File: src/rtl/simon_pkg.sv
// simon_pkg
// Shared definitions for the Simon game controller: the controller state
// encoding, the four colour codes and the LFSR step used to draw new colours.
// No ports; imported by simon_lfsr and simon_sequencer.
package simon_pkg;

    typedef enum logic [3:0] {
        IDLE,
        ADD,
        PLAY_ON,
        PLAY_OFF,
        WAIT_PRESS,
        WAIT_RELEASE,
        CHECK,
        OVER,
        WIN
    } state_t;

    typedef logic [1:0] colour_t;

    localparam colour_t RED    = 2'd0;
    localparam colour_t GREEN  = 2'd1;
    localparam colour_t BLUE   = 2'd2;
    localparam colour_t YELLOW = 2'd3;

    // Right-shifting Galois form of x^8+x^6+x^5+x^4+1: the bit shifted out
    // is folded back into positions 7, 5, 4 and 3.
    localparam logic [7:0] LFSR_TAPS = 8'hB8;

    function automatic logic [7:0] lfsrNext(input logic [7:0] cur);
        return {1'b0, cur[7:1]} ^ (cur[0] ? LFSR_TAPS : 8'h00);
    endfunction

endpackage

File: src/rtl/simon_if.sv
// simon_if
// Groups the game I/O of the Simon controller.
//   start          : one-clock pulse requesting a new game
//   player_num     : colour of the button currently held
//   player_pressed : debounced level, high while a button is held
//   simon_turn     : high while the controller plays the sequence back
//   simon_num      : colour being lit (0 when no lamp is lit)
//   simon_pressed  : lamp drive, high during the ON phase of playback
//   level          : current sequence length (LW bits)
//   game_over      : high once the player has lost
//   win            : high once the full-length sequence was echoed
// master = buttons/display side, slave = the controller.
interface simon_if #(parameter int LW = 5);

    logic          start;
    logic [1:0]    player_num;
    logic          player_pressed;
    logic          simon_turn;
    logic [1:0]    simon_num;
    logic          simon_pressed;
    logic [LW-1:0] level;
    logic          game_over;
    logic          win;

    modport master (
        output start, player_num, player_pressed,
        input  simon_turn, simon_num, simon_pressed, level, game_over, win
    );

    modport slave (
        input  start, player_num, player_pressed,
        output simon_turn, simon_num, simon_pressed, level, game_over, win
    );

endinterface

File: src/rtl/simon_lfsr.sv
// simon_lfsr
// Free-running 8-bit Galois LFSR that supplies the colour of each new step.
//   clk    : game clock
//   reset  : asynchronous, active-high; loads SEED
//   lfsr_o : current 8-bit LFSR state
module simon_lfsr
    import simon_pkg::*;
#(
    parameter logic [7:0] SEED = 8'hA5
) (
    input  logic       clk,
    input  logic       reset,
    output logic [7:0] lfsr_o
);

    logic [7:0] lfsr_q;

    // Steps on every clock regardless of game state, so the colour drawn
    // depends on how long the player took; SEED must be non-zero.
    always_ff @(posedge clk or posedge reset) begin
        if (reset) begin
            lfsr_q <= SEED;
        end else begin
            lfsr_q <= lfsrNext(lfsr_q);
        end
    end

    assign lfsr_o = lfsr_q;

endmodule

File: src/rtl/simon_sequencer.sv
// simon_sequencer
// Simon memory-game controller. Each round appends one random colour, plays
// the whole sequence back with fixed lamp on/off timing, then checks the
// player's echo press by press.
//   clk   : 60 Hz game clock
//   reset : asynchronous, active-high; aborts any game in progress
//   bus   : simon_if slave (start/player inputs, lamp/score outputs)
module simon_sequencer
    import simon_pkg::*;
#(
    parameter int         MAX_LEN       = 16,
    parameter int         ON_TICKS      = 30,
    parameter int         OFF_TICKS     = 15,
    parameter int         TIMEOUT_TICKS = 300,
    parameter logic [7:0] LFSR_SEED     = 8'hA5
) (
    input  logic    clk,
    input  logic    reset,
    simon_if.slave  bus
);

    localparam int LW   = $clog2(MAX_LEN + 1);
    localparam int IW   = (MAX_LEN > 1) ? $clog2(MAX_LEN) : 1;
    localparam int TMAX = (TIMEOUT_TICKS > ON_TICKS)
                          ? ((TIMEOUT_TICKS > OFF_TICKS) ? TIMEOUT_TICKS : OFF_TICKS)
                          : ((ON_TICKS > OFF_TICKS) ? ON_TICKS : OFF_TICKS);
    localparam int TW   = $clog2(TMAX + 1);

    state_t        state_q, state_d;
    logic [LW-1:0] level_q, level_d;
    logic [IW-1:0] idx_q, idx_d;
    logic [TW-1:0] timer_q, timer_d;
    colour_t       pnum_q, pnum_d;
    logic          prs_q;

    colour_t       mem [MAX_LEN];

    logic [7:0]    lfsrState;
    logic          unusedLfsrHi;
    logic          press;
    logic          lastStep;
    logic          memWe;

    simon_lfsr #(.SEED(LFSR_SEED)) u_lfsr (
        .clk    (clk),
        .reset  (reset),
        .lfsr_o (lfsrState)
    );

    // Only the low two bits choose a colour; the rest are folded here so
    // they are visibly consumed.
    assign unusedLfsrHi = ^lfsrState[7:2];

    // A press counts only on the rising edge of the held level, so a button
    // still held from playback has to be released and pressed again.
    assign press    = bus.player_pressed & ~prs_q;
    assign lastStep = (LW'(idx_q) == (level_q - LW'(1)));

    // State and counter registers, all cleared by the asynchronous reset.
    always_ff @(posedge clk or posedge reset) begin
        if (reset) begin
            state_q <= IDLE;
            level_q <= '0;
            idx_q   <= '0;
            timer_q <= '0;
            pnum_q  <= RED;
            prs_q   <= 1'b0;
        end else begin
            state_q <= state_d;
            level_q <= level_d;
            idx_q   <= idx_d;
            timer_q <= timer_d;
            pnum_q  <= pnum_d;
            prs_q   <= bus.player_pressed;
        end
    end

    // Sequence store: deliberately not reset, entries beyond level are
    // never read so stale contents are harmless.
    always_ff @(posedge clk) begin
        if (memWe) begin
            mem[level_q[IW-1:0]] <= lfsrState[1:0];
        end
    end

    // Next-state logic. Timers count from 0 on entry to each timed state and
    // the state is left when the count reaches its limit minus one.
    always_comb begin
        state_d = state_q;
        level_d = level_q;
        idx_d   = idx_q;
        timer_d = timer_q;
        pnum_d  = pnum_q;
        memWe   = 1'b0;

        case (state_q)
            IDLE, OVER, WIN: begin
                if (bus.start) begin
                    level_d = '0;
                    state_d = ADD;
                end
            end

            ADD: begin
                memWe   = 1'b1;
                level_d = level_q + 1'b1;
                idx_d   = '0;
                timer_d = '0;
                state_d = PLAY_ON;
            end

            PLAY_ON: begin
                if (timer_q == TW'(ON_TICKS - 1)) begin
                    timer_d = '0;
                    state_d = PLAY_OFF;
                end else begin
                    timer_d = timer_q + 1'b1;
                end
            end

            PLAY_OFF: begin
                if (timer_q == TW'(OFF_TICKS - 1)) begin
                    timer_d = '0;
                    if (lastStep) begin
                        idx_d   = '0;
                        state_d = WAIT_PRESS;
                    end else begin
                        idx_d   = idx_q + 1'b1;
                        state_d = PLAY_ON;
                    end
                end else begin
                    timer_d = timer_q + 1'b1;
                end
            end

            WAIT_PRESS: begin
                // A press on the final allowed clock still wins over timeout.
                if (press) begin
                    pnum_d  = bus.player_num;
                    timer_d = '0;
                    state_d = WAIT_RELEASE;
                end else if (timer_q == TW'(TIMEOUT_TICKS - 1)) begin
                    state_d = OVER;
                end else begin
                    timer_d = timer_q + 1'b1;
                end
            end

            WAIT_RELEASE: begin
                if (!bus.player_pressed) begin
                    state_d = CHECK;
                end
            end

            CHECK: begin
                if (pnum_q != mem[idx_q]) begin
                    state_d = OVER;
                end else if (lastStep) begin
                    state_d = (level_q == LW'(MAX_LEN)) ? WIN : ADD;
                end else begin
                    idx_d   = idx_q + 1'b1;
                    timer_d = '0;
                    state_d = WAIT_PRESS;
                end
            end

            default: begin
                state_d = IDLE;
            end
        endcase
    end

    // Outputs decode straight from the registers. During ADD the level
    // already shows the length being built, so the display moves on in the
    // same clock the new round begins.
    always_comb begin
        bus.simon_turn    = (state_q == ADD) || (state_q == PLAY_ON) || (state_q == PLAY_OFF);
        bus.simon_pressed = (state_q == PLAY_ON);
        bus.simon_num     = (state_q == PLAY_ON) ? mem[idx_q] : RED;
        bus.level         = (state_q == ADD) ? (level_q + 1'b1) : level_q;
        bus.game_over     = (state_q == OVER);
        bus.win           = (state_q == WIN);
    end

endmodule

File: src/flat_wrapper.sv
// flat-port wrapper written by rule: the top's interface ports become plain ports
module simon_sequencer_flat import simon_pkg::*;
#(
    parameter int         MAX_LEN       = 16,
    parameter int         ON_TICKS      = 30,
    parameter int         OFF_TICKS     = 15,
    parameter int         TIMEOUT_TICKS = 300,
    parameter logic [7:0] LFSR_SEED     = 8'hA5
)
  (clk, reset, bus_start, bus_player_num, bus_player_pressed, bus_simon_turn, bus_simon_num, bus_simon_pressed, bus_level, bus_game_over, bus_win);
  simon_if #(.LW(5)) bus_i ();
  input  logic clk;
  input  logic reset;
  input wire logic [$bits(bus_i.start)-1:0] bus_start;
  input wire logic [$bits(bus_i.player_num)-1:0] bus_player_num;
  input wire logic [$bits(bus_i.player_pressed)-1:0] bus_player_pressed;
  output wire logic [$bits(bus_i.simon_turn)-1:0] bus_simon_turn;
  output wire logic [$bits(bus_i.simon_num)-1:0] bus_simon_num;
  output wire logic [$bits(bus_i.simon_pressed)-1:0] bus_simon_pressed;
  output wire logic [$bits(bus_i.level)-1:0] bus_level;
  output wire logic [$bits(bus_i.game_over)-1:0] bus_game_over;
  output wire logic [$bits(bus_i.win)-1:0] bus_win;
  assign bus_i.start = bus_start;
  assign bus_i.player_num = bus_player_num;
  assign bus_i.player_pressed = bus_player_pressed;
  assign bus_simon_turn = bus_i.simon_turn;
  assign bus_simon_num = bus_i.simon_num;
  assign bus_simon_pressed = bus_i.simon_pressed;
  assign bus_level = bus_i.level;
  assign bus_game_over = bus_i.game_over;
  assign bus_win = bus_i.win;
  simon_sequencer #(.MAX_LEN(MAX_LEN), .ON_TICKS(ON_TICKS), .OFF_TICKS(OFF_TICKS), .TIMEOUT_TICKS(TIMEOUT_TICKS), .LFSR_SEED(LFSR_SEED)) u_core (.clk(clk), .reset(reset), .bus(bus_i));
endmodule
File: config.mk
export PLATFORM = sky130hd
export DESIGN_NAME = simon_sequencer_flat
export DESIGN_NICKNAME = d
export VERILOG_FILES = /design/src/rtl/simon_pkg.sv /design/src/rtl/simon_if.sv /design/src/rtl/simon_lfsr.sv /design/src/rtl/simon_sequencer.sv /design/src/flat_wrapper.sv
export SDC_FILE = /design/constraint.sdc
export NUM_CORES = 1
export LEC_CHECK = 0
export BUFFER_PORTS_ARGS = -buffer_cell sky130_fd_sc_hd__buf_4
export CAP_MARGIN = 20
export CORE_ASPECT_RATIO = 1.1
export CORE_MARGIN = 1
export CORE_UTILIZATION = 38
export DETAILED_ROUTE_END_ITERATION = 8
export GPL_TIMING_DRIVEN = 0
export PLACE_DENSITY_LB_ADDON = 0.15
export SETUP_SLACK_MARGIN = 0.1
export SLEW_MARGIN = 40
export SYNTH_ARGS = -nofsm -noshare
export SYNTH_HDL_FRONTEND = slang
export SYNTH_SLANG_ARGS = --single-unit
File: constraint.sdc
create_clock -name clk -period 5.5 [get_ports clk]
set_clock_uncertainty 0.15 [all_clocks]
set_input_delay 1.1 -clock clk [delete_from_list [all_inputs] [get_ports clk]]
set_output_delay 1.1 -clock clk [all_outputs]
set_load 0.05 [all_outputs]
==> out/results.ini, run 1 <==
[sta]
hold_violations = 0
max_slew.worst_pin.slew_ns = 0.612
min_period_over_period_pct = 74.2
period_minus_slack_ns = 4.08
relSlewSlack_pct = 59.2
rsz0062_at_grt = false
drv_slew = 0
fin_hold_ws_ns = 0.205
setup_violations = 0
tns_ns = 0
timing.fmax_ghz = 0.245

[setup_path]
reg2reg_setup_slack_ns = 2.37
arrival_ns = 2.83
crit_path_max_fanout = 10
path_class = reg -> out
cp-start-kind = flop
critPathCaptureType = output pin
crit_required_ns = 4.25

[logic_synthesis]
ys.flop_type = edfxtp_1
ys_types = 54
yosysSeqAreaShare_pct = 53.3
synth-edff-count = 32
syn_avg_cell_area_um2 = 11.6
syn-num-nets = 304
yosys_warnings = 0
synth_cells = 289
ys_ff_latch = 65
synth.cell_area_um2 = 3360
ys_async_sr_fraction_pct = 50.8

[cts]
clock_sinks = 65
cts_buffer_depth = 2
clk_latency_ns = 0.34
root_buffer = clkbuf_8
cts_resized = 0
cts_setup_buffers = 0
clk_pin_slew_worst_paths_ns = 0.08
numCtsBuffers = 9
cts_tree = done
htreeDepth = 3
hold_buffers = 0

[drt]
wl_um = 7150
ant_nets = 0
drc = 0
wire_per_inst_um = 16.5
drtIter0Drc = 109
num_vias = 2324
via_per_inst = 5.37
drt_pass1_iterations = 4

[placed_design]
portBuffers = 16
gp_congestion = 0.796
place_hpwl_um = 5180

[power_and_ir_drop]
p_sw_mw = 0.649
p_int_mw = 0.943
leakage_nw = 1.48
peakVddDrop_mv = 0.235
combPwrFrac_pct = 40.1
netSwitchingFraction_pct = 40.7
pwr-share-clk_pct = 23.2
pwr_density_cell_nw_per_um2 = 415
sequentialPowerShare_pct = 36.7

[die]
coreArea_um2 = 8500
initial_core_util_pct = 39.6
rows = 35
dieHeight_um = 101
die_area_um2 = 9220
ios = 17
die_w_um = 91.7

[global_route]
grt_pass1_wl_um = 11900
grt_max_degree = 21
grt_usage_pct = 17.1
antenna_found_initial = 0
grt_overflow_total = 0
grt_pass1_vias = 2324

[layout]
insertedDiodeCount = 0
layout_common_cells = 32 x edfxtp_1, 29 x dfrtp_1, 22 x nor2_1
syn2layout_area_growth_pct = 14.2
nets = 332
drive_above_1_share_pct = 18.9
final_common_cell = edfxtp_1

[status]
run_status = finished clean

[run]
maxCapViolCount = 0

[min_path]
min_path_type = reg -> reg

[power by group through the flow]
stage | clock network [mW] | logic [mW] | registers, mW
floorplan | 0 | 0.487 | 0.583
global placement | 0 | 0.634 | 0.593
detailed placement | 0 | 0.643 | 0.594
CTS | 0.378 | 0.645 | 0.583
global route | 0.400 | 0.703 | 0.591
finish | 0.369 | 0.639 | 0.584
[through the flow]
step	std cells	total power, mW	utilization, %	setup slack [ns]	cell area, um2
floorplan	289	1.07	-	1.90	3360
global placement	416	1.23	42.6	1.82	3620
detailed placement	417	1.24	43.0	1.77	3650
CTS	433	1.61	45.1	1.40	3830
global route	433	1.69	45.2	1.11	3840
finish	433	1.59	45.2	1.42	3840
[final cells by class]
| type | count | area, um2 |
|---|---|---|
| Fill cell | 814 | 4660 |
| Clock buffer | 9 | 124 |
| Tap cell | 111 | 139 |
| Sequential cell | 65 | 1790 |
| Buffer | 12 | 55.1 |
| Timing Repair Buffer | 17 | 148 |
| Inverter | 12 | 45.0 |
| Clock inverter | 7 | 53.8 |
| Multi-Input combinational cell | 200 | 1480 |
[sequential cells by signal, summed over array words and instances, names as in the netlist]
name / cells
u_core.prs_q: 1
u_core.timer_q: 9
u_core.state_q: 4
u_core.idx_q: 4
u_core.level_q: 5
u_core.u_lfsr.lfsr_o: 8
u_core.pnum_q: 2
u_core.mem: 32
[critical path: stages, from the launching register on]
cell,delay (ns)
dfrtp_1,0.33
clkbuf_1,0.31
clkbuf_1,0.38
nand3_1,0.29
clkinv_1,0.24
nand2_1,0.22
nor2_1,0.32
xor2_1,0.18
buf_4,0.22
[routing by layer]
metal / vias to the layer above / part of all wire, % / routed length (um) / track usage, %
met5: - / 0 / 0 / 0
met1: 1141 / 46 / 3330 / 21.4
met4: 0 / 2.2 / 157 / 7.81
met2: 41 / 48 / 3460 / 28.6
met3: 12 / 2.9 / 211 / 3.39
li1: 1130 / - / - / -
[final timing paths]
check	depth (start not counted)	start	end
min in group asynchronous	2	reset	u_core.state_q[0]
worst min register to register	0	u_core.u_lfsr.lfsr_o[3]	u_core.u_lfsr.lfsr_o[2]
worst max-delay path	8	u_core.state_q[0]	bus_level[4]
worst max register to register	9	u_core.level_q[0]	u_core.idx_q[1]
worst min-delay path	0	u_core.u_lfsr.lfsr_o[3]	u_core.u_lfsr.lfsr_o[2]
max in group asynchronous	3	reset	u_core.u_lfsr.lfsr_o[0]
[cell usage after synthesis (2+ instances only)]
| cell type | instances | area [um2] |
|---|---|---|
| a211oi_1 | 2 | 15.0 |
| a21o_1 | 2 | 15.0 |
| a21oi_1 | 10 | 50.1 |
| a221oi_1 | 2 | 17.5 |
| a31oi_1 | 3 | 18.8 |
| and2_1 | 4 | 25.0 |
| and3_1 | 2 | 12.5 |
| buf_2 | 2 | 10.0 |
| clkbuf_1 | 9 | 33.8 |
| dfrtp_1 | 29 | 726 |
| dfstp_2 | 4 | 105 |
| edfxtp_1 | 32 | 961 |
| ha_1 | 9 | 113 |
| inv_1 | 11 | 41.3 |
| mux2_2 | 3 | 33.8 |
| mux2i_1 | 8 | 80.1 |
| mux4_2 | 8 | 180 |
| nand2_1 | 20 | 75.1 |
| nand2b_1 | 7 | 43.8 |
| nand3_1 | 8 | 40.0 |
| nand4_1 | 3 | 18.8 |
| nor2_1 | 22 | 82.6 |
| nor2b_1 | 3 | 18.8 |
| nor3_1 | 9 | 45.0 |
| nor3b_1 | 6 | 45.0 |
| nor4_1 | 2 | 12.5 |
| o211ai_1 | 5 | 37.5 |
| o21ai_0 | 13 | 65.1 |
| o22ai_1 | 2 | 12.5 |
| o2bb2ai_1 | 7 | 61.3 |
| o41ai_1 | 3 | 26.3 |
| or2_2 | 4 | 25.0 |
| xnor2_1 | 7 | 61.3 |
| xor2_1 | 8 | 70.1 |
[cells by family after synthesis]
family,count (synthesis),share of synthesized area [%]
AO/OA/AOI/OAI,61,12.7
AND/OR/NAND/NOR,95,14.6
XOR/XNOR,15,3.91
multiplexers,20,9.08
flip-flops,65,53.3
adder cells (fa/ha/maj),9,3.35
buffers and inverters,24,2.98
No activity file was read; power rests on OpenSTA's default activity.
==> inputs of run 2 (changes only) <==
- clock period: 5.5 -> 3.4 ns (I/O delays scaled with it)
==> out/results.ini, run 2 (synthesized netlist as in run 1, its figures left out) <==
[status]
run_status = finished clean

[sta]
hold_violations = 0
period_minus_slack_ns = 3.08
min_period_over_period_pct = 90.7
drv_slew = 0
timing.fmax_ghz = 0.324
relSlewSlack_pct = 59.7
setup_violations = 0
rsz0062_at_grt = false
max_slew.worst_pin.slew_ns = 0.604
tns_ns = 0

[setup_path]
critPathCaptureType = output pin
crit_required_ns = 2.57
cp-start-kind = flop
arrival_ns = 2.25
crit_path_max_fanout = 10
path_class = reg -> out

[global_route]
grt_pass1_wl_um = 11900
grtUsageMet3_pct = 3.39
antenna_found_initial = 0
grt_use_met2_pct = 28.6
grt_max_degree = 21
grt_overflow_total = 0
grt_usage_pct = 17.0
grt_pass1_vias = 2330
grt-busiest-layer = met2
use_met1_pct = 21.3

[cts]
root_buffer = clkbuf_8
numCtsBuffers = 9
htreeDepth = 3
clock_sinks = 65
cts_tree = done
cts_buffer_depth = 2
clk_latency_ns = 0.34
clk_pin_slew_worst_paths_ns = 0.08

[die]
ios = 17
coreArea_um2 = 8500
rows = 35
dieHeight_um = 101
initial_core_util_pct = 39.6
die_w_um = 91.7
die_area_um2 = 9220

[run]
maxCapViolCount = 0

[power_and_ir_drop]
peakVddDrop_mv = 0.379
p_int_mw = 1.55
sequentialPowerShare_pct = 36.7
power_mw = 2.64
combPwrFrac_pct = 40.8
netSwitchingFraction_pct = 41.3
pwr-share-clk_pct = 22.5
pwr_density_cell_nw_per_um2 = 682
leakage_nw = 1.50
p_sw_mw = 1.09

[drt]
drc = 0
ant_nets = 0
drtIter0Drc = 102
wire_per_inst_um = 16.6
wl_um = 7190
num_vias = 2328
via_per_inst = 5.36
drt_pass1_iterations = 4

[layout]
final_common_cell = edfxtp_1
largest_register_ff_count = 32
multiInputGateArea_um2 = 1500
nets = 333
fillCellCount = 806
syn2layout_area_growth_pct = 15.1
insertedDiodeCount = 0
layout_common_cells = 32 x edfxtp_1, 29 x dfrtp_1, 20 x nor2_1
drive_above_1_share_pct = 21.4
regArea_um2 = 1790

[placed_design]
place_hpwl_um = 5180
portBuffers = 16
gp_congestion = 0.796

[min_path]
min_path_type = in -> async

-- run 2: cell count changes in the layout (fill, tap and decap cells not counted), sizes merged --
cell	delta
buf	+2
clkbuf	-1
-- run 2: worst paths after layout --
| check | to | from | cells past startpoint | slack [ns] |
|---|---|---|---|---|
| hold reg to reg | u_core.u_lfsr.lfsr_o[2] | u_core.u_lfsr.lfsr_o[3] | 0 | 0.20 |
| min in group clk | u_core.u_lfsr.lfsr_o[2] | u_core.u_lfsr.lfsr_o[3] | 0 | 0.20 |
| max in group asynchronous | u_core.u_lfsr.lfsr_o[0] | reset | 3 | 2.41 |
| setup reg to reg | u_core.idx_q[1] | u_core.level_q[0] | 9 | 0.47 |
| setup / recovery | bus_level[4] | u_core.state_q[3] | 8 | 0.32 |
| hold / removal | u_core.state_q[0] | reset | 2 | 0.17 |
-- run 2: repair_timing --
item / CTS / global route
setup endpoints to repair: 3 / 3
hold buffers: 0 / 0
buffers inserted: 0 / 2
pin swaps: 0 / 1
resized for setup: 5 / 2
-- run 2: stage by stage --
| step | hold WS (ns) | cells | setup WS (ns) | utilization (%) | cell area, um2 |
|---|---|---|---|---|---|
| 2_1_floorplan | 0.183 | 289 | 0.217 | - | 3360 |
| 3_3_place_gp | 0.190 | 416 | 0.138 | 42.6 | 3620 |
| 3_5_place_dp | 0.190 | 417 | 0.0900 | 43.0 | 3650 |
| 4_1_cts | 0.167 | 432 | 0.113 | 45.2 | 3840 |
| 5_1_grt | 0.177 | 434 | 0.133 | 45.5 | 3870 |
| 6_report | 0.167 | 434 | 0.317 | 45.5 | 3870 |
-- run 2: critical path, stage by stage (launching register included) --
cell and delay (ns):
dfrtp_1 0.36, clkbuf_1 0.22, nor2_2 0.26, nand3_2 0.18
clkinv_2 0.16, nand2_2 0.16, nor2_4 0.18, xor2_1 0.17
buf_4 0.22
-- run 2: power groups by stage --
stage	clock, mW	combinational, mW	sequential, mW
CTS	0.612	1.08	0.968
detailed placement	0	1.04	0.960
global placement	0	1.03	0.959
floorplan	0	0.787	0.943
global route	0.647	1.18	0.982
finish	0.593	1.08	0.970
-- run 2: area by class of cell --
type,instances,share of cell area (%)
Buffer,11,1.36
Clock buffer,9,3.20
Clock inverter,7,1.39
Inverter,12,1.20
Multi-Input combinational cell,200,38.7
Sequential cell,65,46.3
Tap cell,111,3.59
Timing Repair Buffer,19,4.20
-- run 2: layer usage --
metal	routed length, um	share of wire (%)
met3	155	2.2
met2	3560	49
met4	131	1.8
met1	3350	47
met5	0	0
==> inputs of run 3 (changes only) <==
- BUFFER_PORTS_ARGS: -buffer_cell sky130_fd_sc_hd__buf_4 -> unset
- DONT_BUFFER_PORTS: unset -> 1
==> out/results.ini, run 3 (synthesized netlist as in run 1, its figures left out) <==
[setup_path]
critPathSlowestCell = mux4_2
crit_path_max_fanout = 10
path_class = reg -> out
cp-start-kind = flop
crit_required_ns = 2.57
cp_slowest_stage_delay_ns = 0.53
cp_common_cell = mux2i_1
critical_path_buf_inv_count = 1
arrival_ns = 2.26
worstPathCellList = buf_6 -> mux4_2 -> mux2i_1 -> mux2i_1 -> and2_1
crit_family = multiplexers
critPathCaptureType = output pin

[drt]
drt_pass1_iterations = 4
wire_per_inst_um = 17.1
via_per_inst = 5.42
num_vias = 2266
drc = 0
wl_um = 7140
ant_nets = 0
drtIter0Drc = 114

[die]
initial_core_util_pct = 39.6
rows = 35
die_w_um = 91.7
ios = 17
die_area_um2 = 9220
coreArea_um2 = 8500
dieHeight_um = 101

[layout]
final_common_cell = edfxtp_1
layout_common_cells = 32 x edfxtp_1, 28 x dfrtp_1, 20 x nor2_1
largest_register_ff_count = 32
syn2layout_area_growth_pct = 13.5
insertedDiodeCount = 0
final_cells = 418
nets = 317
fillCellCount = 821
drive_above_1_share_pct = 19.5
fin_area_um2 = 3810

[power_and_ir_drop]
peakVddDrop_mv = 0.557
pwr-share-clk_pct = 25.7
leakage_nw = 1.45
netSwitchingFraction_pct = 41.0
pwr_density_cell_nw_per_um2 = 712
power_mw = 2.71
p_int_mw = 1.60
combPwrFrac_pct = 38.5
p_sw_mw = 1.11
sequentialPowerShare_pct = 35.8

[sta]
setup_violations = 0
timing.fmax_ghz = 0.324
drv_slew = 0
period_minus_slack_ns = 3.09
relSlewSlack_pct = 44.4
fin_hold_ws_ns = 0.116
rsz0062_at_grt = false
hold_violations = 0
min_period_over_period_pct = 90.9
max_slew.worst_pin.slew_ns = 0.830

[placed_design]
gp_congestion = 0.791
dpl_cell_area_um2 = 3550
place_hpwl_um = 5000
dp.cells = 402
portBuffers = 0

[min_path]
min_path_type = in -> async

[cts]
cts_buffer_depth = 2
clk_latency_ns = 0.34
hold_buffers = 0
root_buffer = clkbuf_8
htreeDepth = 3
numCtsBuffers = 9
cts_tree = done
clk_pin_slew_worst_paths_ns = 0.09
clock_sinks = 65

[global_route]
grt_usage_pct = 17.0
antenna_found_initial = 0
grt_max_degree = 34
grt_overflow_total = 0
grt_pass1_vias = 2272
grt_pass1_wl_um = 11800

[status]
run_status = finished clean

[run]
maxCapViolCount = 0

==> run 3: path summary, 6_finish.rpt <==
check,start,endpoint,slack [ns],cells past startpoint
worst max register to register,u_core.idx_q[2],u_core.idx_q[1],0.50,8
worst min register to register,u_core.u_lfsr.lfsr_o[3],u_core.u_lfsr.lfsr_o[2],0.21,0
min in group clk,bus_player_pressed,u_core.prs_q,0.21,0
worst max-delay path,u_core.idx_q[2],bus_simon_num[0],0.31,5
max in group asynchronous,reset,u_core.state_q[0],2.57,1
worst min-delay path,reset,u_core.state_q[2],0.12,1
==> run 3: metrics by stage <==
| stage | setup TNS [ns] | worst slack (ns) | util (%) |
|---|---|---|---|
| final | 0 | 0.310 | 44.9 |
| after global placement | -0.494 | -0.365 | 41.2 |
| after detailed placement | -0.167 | -0.167 | 41.8 |
| after global routing | 0 | 0.153 | 44.9 |
| after CTS | 0 | 0.125 | 44.5 |
| after floorplan | 0 | 0.217 | - |
==> run 3: final cells by class <==
class / count / area [um2] / share of cell area, %
sequential: 65 / 1790 / 47.0
clock inverter: 7 / 87.6 / 2.30
inverter: 12 / 50.0 / 1.31
clock buffer: 9 / 124 / 3.25
buffer: 10 / 48.8 / 1.28
timing repair buffer: 4 / 26.3 / 0.689
multi-input combinational: 200 / 1550 / 40.5
tap: 111 / 139 / 3.64
==> run 3: power by group through the flow <==
| stage | Clock, mW | Sequential, mW | Combinational, mW |
|---|---|---|---|
| after floorplan | 0 | 0.943 | 0.787 |
| after global placement | 0 | 0.959 | 0.972 |
| after detailed placement | 0 | 0.960 | 0.999 |
| after CTS | 0.719 | 0.969 | 1.03 |
| after global routing | 0.752 | 0.983 | 1.15 |
| final | 0.699 | 0.972 | 1.04 |
==> run 3: metal layers <==
layer	up-vias	GRT usage [%]	wire length (um)
met1	1114	22.3	3420
met4	0	6.59	129
met3	11	3.39	176
li1	1103	-	-
met2	38	27.8	3410
met5	-	0	0
==> run 3: timing repair <==
item,in CTS,in global routing
setup endpoints to repair,4,5
resized for setup,6,3
pin swaps,0,1
setup buffers,0,2
